### src/rtl/button_bcd_counter_if.sv
// Signal bundle between the button/control side and the two-digit BCD counter.
// The counter takes the slave modport; whoever drives the button and controls takes the master modport.
interface button_bcd_counter_if;
    logic       button;
    logic       enable;
    logic       hold;
    logic [3:0] bcd_ones;
    logic [3:0] bcd_tens;
    logic       btn_level;
    logic       press_pulse;
    logic       wrap;

    modport slave (
        input  button,
        input  enable,
        input  hold,
        output bcd_ones,
        output bcd_tens,
        output btn_level,
        output press_pulse,
        output wrap
    );

    modport master (
        output button,
        output enable,
        output hold,
        input  bcd_ones,
        input  bcd_tens,
        input  btn_level,
        input  press_pulse,
        input  wrap
    );
endinterface

### src/rtl/button_bcd_counter.sv
// Debounced active-low push-button driving a 00-99 BCD counter with enable/hold
// controls and a rollover pulse.
module button_bcd_counter #(
    parameter int unsigned DEBOUNCE_CYCLES = 500000
) (
    input  logic                 clk,
    input  logic                 rst_n,
    button_bcd_counter_if.slave  bus
);

    localparam int unsigned CNT_W = (DEBOUNCE_CYCLES > 1) ? $clog2(DEBOUNCE_CYCLES) : 1;
    localparam logic [CNT_W-1:0] CNT_MAX = CNT_W'(DEBOUNCE_CYCLES - 1);

    typedef enum logic [1:0] {
        RELEASED,
        PRESS_WAIT,
        PRESSED,
        RELEASE_WAIT
    } state_t;

    state_t           state;
    state_t           state_nxt;
    logic [CNT_W-1:0] cnt;
    logic [CNT_W-1:0] cnt_nxt;
    logic             accept;

    logic             sync_meta;
    logic             sync_btn;

    logic             btn_level;
    logic             press_pulse;
    logic             wrap;
    logic [3:0]       ones;
    logic [3:0]       tens;
    logic [3:0]       ones_inc;
    logic [3:0]       tens_inc;
    logic             roll;

    // Synchronizer idles at 1 (released) so reset never fakes a press.
    always_ff @(posedge clk or negedge rst_n) begin
        if (!rst_n) begin
            sync_meta <= 1'b1;
            sync_btn  <= 1'b1;
        end else begin
            sync_meta <= bus.button;
            sync_btn  <= sync_meta;
        end
    end

    always_ff @(posedge clk or negedge rst_n) begin
        if (!rst_n) begin
            state       <= RELEASED;
            cnt         <= '0;
            btn_level   <= 1'b0;
            press_pulse <= 1'b0;
        end else begin
            state       <= state_nxt;
            cnt         <= cnt_nxt;
            btn_level   <= (state_nxt == PRESSED) || (state_nxt == RELEASE_WAIT);
            press_pulse <= accept;
        end
    end

    always_comb begin
        state_nxt = state;
        cnt_nxt   = cnt;
        accept    = 1'b0;
        case (state)
            RELEASED: begin
                if (!sync_btn) begin
                    state_nxt = PRESS_WAIT;
                    cnt_nxt   = '0;
                end
            end
            PRESS_WAIT: begin
                if (sync_btn) begin
                    state_nxt = RELEASED;
                end else if (cnt == CNT_MAX) begin
                    state_nxt = PRESSED;
                    accept    = 1'b1;
                end else begin
                    cnt_nxt = cnt + 1'b1;
                end
            end
            PRESSED: begin
                if (sync_btn) begin
                    state_nxt = RELEASE_WAIT;
                    cnt_nxt   = '0;
                end
            end
            RELEASE_WAIT: begin
                if (!sync_btn) begin
                    state_nxt = PRESSED;
                end else if (cnt == CNT_MAX) begin
                    state_nxt = RELEASED;
                end else begin
                    cnt_nxt = cnt + 1'b1;
                end
            end
            default: begin
                state_nxt = RELEASED;
                cnt_nxt   = '0;
            end
        endcase
    end

    always_comb begin
        ones_inc = ones + 4'd1;
        tens_inc = tens;
        roll     = 1'b0;
        if (ones == 4'd9) begin
            ones_inc = 4'd0;
            if (tens == 4'd9) begin
                tens_inc = 4'd0;
                roll     = 1'b1;
            end else begin
                tens_inc = tens + 4'd1;
            end
        end
    end

    // A pulse arriving while disabled or held is simply dropped, never queued.
    always_ff @(posedge clk or negedge rst_n) begin
        if (!rst_n) begin
            ones <= '0;
            tens <= '0;
            wrap <= 1'b0;
        end else begin
            wrap <= 1'b0;
            if (!bus.enable) begin
                ones <= '0;
                tens <= '0;
            end else if (!bus.hold && press_pulse) begin
                ones <= ones_inc;
                tens <= tens_inc;
                wrap <= roll;
            end
        end
    end

    assign bus.bcd_ones    = ones;
    assign bus.bcd_tens    = tens;
    assign bus.btn_level   = btn_level;
    assign bus.press_pulse = press_pulse;
    assign bus.wrap        = wrap;

    a_digits_bcd: assert property (@(posedge clk) disable iff (!rst_n) (ones <= 4'd9) && (tens <= 4'd9));
    a_pulse_single: assert property (@(posedge clk) disable iff (!rst_n) press_pulse |=> !press_pulse);
    a_wrap_single: assert property (@(posedge clk) disable iff (!rst_n) wrap |=> !wrap);

endmodule

### src/flat_wrapper.sv
// flat-port wrapper written by rule: the top's interface ports become plain ports
module button_bcd_counter_flat 
#(
    parameter int unsigned DEBOUNCE_CYCLES = 500000
)
  (clk, rst_n, bus_button, bus_enable, bus_hold, bus_bcd_ones, bus_bcd_tens, bus_btn_level, bus_press_pulse, bus_wrap);
  button_bcd_counter_if bus_i ();
  input  logic clk;
  input  logic rst_n;
  input wire logic [$bits(bus_i.button)-1:0] bus_button;
  input wire logic [$bits(bus_i.enable)-1:0] bus_enable;
  input wire logic [$bits(bus_i.hold)-1:0] bus_hold;
  output wire logic [$bits(bus_i.bcd_ones)-1:0] bus_bcd_ones;
  output wire logic [$bits(bus_i.bcd_tens)-1:0] bus_bcd_tens;
  output wire logic [$bits(bus_i.btn_level)-1:0] bus_btn_level;
  output wire logic [$bits(bus_i.press_pulse)-1:0] bus_press_pulse;
  output wire logic [$bits(bus_i.wrap)-1:0] bus_wrap;
  assign bus_i.button = bus_button;
  assign bus_i.enable = bus_enable;
  assign bus_i.hold = bus_hold;
  assign bus_bcd_ones = bus_i.bcd_ones;
  assign bus_bcd_tens = bus_i.bcd_tens;
  assign bus_btn_level = bus_i.btn_level;
  assign bus_press_pulse = bus_i.press_pulse;
  assign bus_wrap = bus_i.wrap;
  button_bcd_counter #(.DEBOUNCE_CYCLES(DEBOUNCE_CYCLES)) u_core (.clk(clk), .rst_n(rst_n), .bus(bus_i));
endmodule
### config.mk
export PLATFORM = sky130hd
export DESIGN_NAME = button_bcd_counter_flat
export DESIGN_NICKNAME = d
export VERILOG_FILES = /design/src/rtl/button_bcd_counter_if.sv /design/src/rtl/button_bcd_counter.sv /design/src/flat_wrapper.sv
export SDC_FILE = /design/constraint.sdc
export NUM_CORES = 1
export LEC_CHECK = 0
export CAP_MARGIN = 20
export CORE_AREA = 2 2 66 68
export CTS_BUF_LIST = sky130_fd_sc_hd__clkbuf_2 sky130_fd_sc_hd__clkbuf_4 sky130_fd_sc_hd__clkbuf_8
export DETAILED_ROUTE_END_ITERATION = 8
export DIE_AREA = 0 0 68 70
export GPL_TIMING_DRIVEN = 1
export SYNTH_ARGS = -nofsm -noshare
export SYNTH_HDL_FRONTEND = slang
export SYNTH_SLANG_ARGS = --single-unit
### constraint.sdc
create_clock -name clk -period 2.6 [get_ports clk]
set_clock_uncertainty 0.05 [all_clocks]
set_input_delay 0.78 -clock clk [delete_from_list [all_inputs] [get_ports clk]]
set_output_delay 0.78 -clock clk [all_outputs]
set_load 0.05 [all_outputs]
**After elaboration in Yosys (flattened, before gate mapping)**

Cells that the tools add are included.

- Register bits: 34
- Output and inout port bits: 11
- Logic and storage cells: 59

- Reduce and logical (&&, ||, !) cells: 6
- $add $sub $neg: 3
- Equality and inequality tests: 14
- Mux-type cells: 27

Operators with widths:

| cell | number |
|---|---|
| 2-to-1 mux 19 bit | 5 |
| one-hot mux 19 bit (4 select lines) | 1 |
| 2-to-1 mux 4 bit | 7 |
| adder 19 x 1 -> 19 bit, second input constant | 1 |
| equality test 19 bit, second input constant | 1 |
| 2-to-1 mux 2 bit | 6 |
| adder 4 x 1 -> 4 bit, second input constant | 2 |
| equality test 2 bit, second input constant | 4 |
| equality test 4 bit, second input constant | 2 |
| != test 2 x 1 -> 1 bit, second input constant | 4 |
| one-hot mux 2 bit (4 select lines) | 1 |
| 2-to-1 mux 1 bit | 7 |
| != test 2 bit, second input constant | 2 |
| AND reduction 4 bit | 1 |
| equality test 2 x 1 -> 1 bit, second input constant | 1 |
| zero test 2 bit | 1 |
| AND reduction 2 bit | 1 |
| logical AND 1 bit | 1 |
| zero test 1 bit | 1 |
| logical OR 1 bit | 1 |

**Logic depth before layout (Yosys ltp)**

- Depth after elaboration: 6
- Mapped depth: 7
- Depth with buffers taken out: 7

**Worst setup path before layout**

OpenSTA, ideal clock, no wires.

- Kind: register to register
- Start: register u_core.cnt[5]
- End: register u_core.cnt[0]
- Clock period less this slack: 2.054 ns
- Data required time: 2.425 ns
- Cell stages (with the launch flop): 5
- Path slack: 0.546 ns
- Arrival time: 1.879 ns
- Cell sequence: dfrtp_1 > or4b_1 > or4_1 > o21a_4 > mux2_4

- Cells in the longest elaborated chain, start to end: 4

Ends and longest elaborated chain:

| item | RTL line | RTL |
|---|---|---|
| start, declared | button_bcd_counter.sv:23 | `logic [CNT_W-1:0] cnt;` |
| start signal, assigned | button_bcd_counter.sv:58 | `cnt <= cnt_nxt;` |
| equality test 19 bit * | button_bcd_counter.sv:78, button_bcd_counter.sv:94 |  |
| 2-to-1 mux 19 bit * | - |  |
| 2-to-1 mux 19 bit (on tied branches) | - |  |
| one-hot mux 19 bit (4 select lines) * | - |  |

Every way passes the cells marked *; elsewhere a longest branch is shown, timed or not. The select of a mux whose other input is x is not followed.
A chain may end at the register's enable or synchronous reset.

**Worst setup path after layout**

- Start: register u_core.tens[0], in the netlist u_core.bus.bcd_tens[0]
- End: output bus_bcd_tens[0]

RTL lines:

| item | RTL line | RTL |
|---|---|---|
| start, declared | button_bcd_counter.sv:34 | `logic [3:0] tens;` |
| start signal, assigned | button_bcd_counter.sv:135 | `tens <= tens_inc;` |
| end, declared | flat_wrapper.sv:14 | `output wire logic [$bits(bus_i.bcd_tens)-1:0] bus_bcd_tens;` |

No word-level cell between the ends.

==> reports/summary.txt <==
status: finished, final reports clean
dominant cell type by area after synthesis: dfrtp_1
Max Freq: 419.8 MHz
Total Power: 1097 uW
P per Cell Area: 524.4 nW/um^2
NumNets Final: 208
gr usage total: 17.07%
Setup violations, final: 0
cts bufs inserted: 5
Critical-path top delay cell: clkdlybuf4s50_1
Cell variety after synth: 41
Worst slew margin: 66.84%
Post-Syn Area: 1734 sq um
CP Buf/Inv Count: 1
Slew Limit Fails: 0
startpoint types: flip-flop
GRT overflow: 0
Worst EP required: 1.77 ns
RSZ-0062 raised after global routing: false
antenna viol nets, final: 0
Largest delay share family, worst path: buffers and inverters
Worst Path Arrival: 1.55 ns
worst-path maximum fanout: 5
syn nets: 184
area share of the largest cell type after synthesis: 46.18%
sequential share of the synthesized area: 49.21%
Avg Inst Size Synth: 9.966 sq um
top_reg_cell synth: dfrtp_1
Final Wtd Congestion: 0.8348
number of fill cells in the layout: 390
final wirelength: 3514 um
Worst-Margin Slew: 0.4958 ns
Layout area overhead: 20.64%
endpoint type of the worst setup path: primary output
Clock Path Buffers: 2
kind of critical path: reg2out
Area contributors post-synth: dfrtp_1 46%, xor2_1 4.0%, ha_1 3.6%, nor2_1 3.5%, nand2_1 3.2%
min-delay src: u_core.sync_meta
flops & latches, synth: 34
Hold Path Class: reg2reg
Port Buffers: 15
vias per inst: 5.590
Leak: 0.0009074 uW
Worst R2R Setup Slack: 0.43 ns
final setup TNS: 0 ns
largest net degree at the start of global routing: 35
Max IR drop VDD: 357.7 uV
post-cts hold buffer count: 0
Synth async-reset ratio: 100.0%
Placeable Area: 4144 sq um
crit-path max cell delay: 0.83 ns
initial antenna violation count: 0
DR pass1 iterations: 4
first-pass GRT wire length: 6216 um
CTS H-tree depth: 2
hpwl dp: 2502 um
starting density of the core: 41.85%
post-CTS setup buffer count: 0
Post-Syn Instances: 174
clock sink total: 34
routed len/inst: 14.00 um
Final Hold Fails: 0
die width: 68 um
Die H: 70 um
total number of vias: 1,403
hold path endpoint: u_core.sync_btn
DRC viols: 0
Tmin final: 2.382 ns
clk root buf: clkbuf_8
Worst-Skew Late Latency: 0.29 ns
yosys warns: 0
ant diodes: 0
FP Rows: 24
Post-synth EDFFs: 0
# IOs: 16
Hold Path Depth: 0
die area: 4760 sq um
FF-to-FF Start: u_core.cnt[5]
Clock Pin Slew Worst Setup and Hold Paths: 0.07 ns
Final period util: 91.62%
# Max-Cap Violations: 0
DR iter-0 viols: 75
CTS resizes: 0
crit path cell chain: clkdlybuf4s50_1
commonest cells in the netlist: 32 x dfrtp_1, 16 x nor2_1, 15 x nand2_1
Reg2Reg Depth: 4
number of global-route vias before repair: 1,367
Critical R2R Capture: u_core.cnt[0]
CTS tree: built
layout cells sized above 1: 12.06%
count leader, synth: dfrtp_1
final core occ: 50.48%
==> logic make-up after synthesis <==
group	after synthesis	synth area share (%)
adder cells (fa/ha/maj)	5	3.608
multiplexers	3	2.020
XOR/XNOR	11	5.556
buffers and inverters	9	1.948
AND/OR/NAND/NOR	75	23.02
flip-flops	34	49.21
AO/OA/AOI/OAI	37	14.65
==> layout make-up <==
cell class / count / area, sq um / area share (%)
clock inverter: 3 / 40.04 / 1.914
inverter: 4 / 15.01 / 0.7177
clock buffer: 5 / 68.82 / 3.289
sequential: 34 / 853.3 / 40.79
timing repair buffer: 22 / 202.7 / 9.689
tap: 52 / 65.06 / 3.110
multi-input combinational: 131 / 847.1 / 40.49
==> where the power goes <==
group | total [uW] | internal (uW) | leakage [uW] | switching (uW)
sequential | 551 | 540 | 0.000463 | 11.1
combinational | 66.7 | 27.8 | 0.000386 | 38.9
clock | 479 | 282 | 0.0000579 | 197
total | 1100 | 850 | 0.000907 | 247
==> state kept, by name, summed over array words and instances, names as in the netlist <==
signal                  flops
u_core.cnt                 19
u_core.bus.bcd_ones         4
u_core.bus.bcd_tens         4
u_core.state                2
u_core.bus.btn_level        1
u_core.bus.press_pulse      1
u_core.bus.wrap             1
u_core.sync_btn             1
u_core.sync_meta            1
==> worst max path at each step <==
stage / startpoint / end / slack [ns] / cells after the start
4_1_cts: u_core.bus.bcd_tens[0] / bus_bcd_tens[0] / 0.20 / 1
3_3_place_gp: bus_hold / u_core.bus.bcd_tens[3] / 0.20 / 6
5_1_grt: u_core.bus.bcd_ones[0] / bus_bcd_ones[0] / 0.16 / 1
6_report: u_core.bus.bcd_tens[0] / bus_bcd_tens[0] / 0.22 / 1
2_1_floorplan: u_core.cnt[5] / u_core.cnt[0] / 0.55 / 4
3_5_place_dp: bus_hold / u_core.bus.bcd_tens[3] / 0.19 / 6
==> placed cells by master, fill, tap and decap left out, drive strengths merged, types with 5 or more instances in the layout <==
master and instances:
dfrtp 32, clkdlybuf4s50 15, nor3 6, nand2 15
nand4 8, buf 7, o21ai 11, ha 5
and3 6, clkbuf 5, nand3 7, nor2 16
xor2 8
==> metal layers <==
metal,share of wire (%),track usage [%],up-vias
met3,4.0,4.831,7
met4,1.3,4.667,0
met2,50,28.48,26
met1,44,21.24,688
met5,0,0,-
li1,-,-,682
==> through the flow <==
stage	worst slack [ns]	hold WS (ns)	cells	area, sq um
6_report	0.2179	0.3105	251	2092
5_1_grt	0.1552	0.3141	251	2092
4_1_cts	0.1956	0.3176	251	2092
3_5_place_dp	0.1902	0.3015	243	1983
3_3_place_gp	0.2037	0.2962	243	1983
2_1_floorplan	0.5460	0.2952	174	1734
Power figures use the tool's default switching activity.
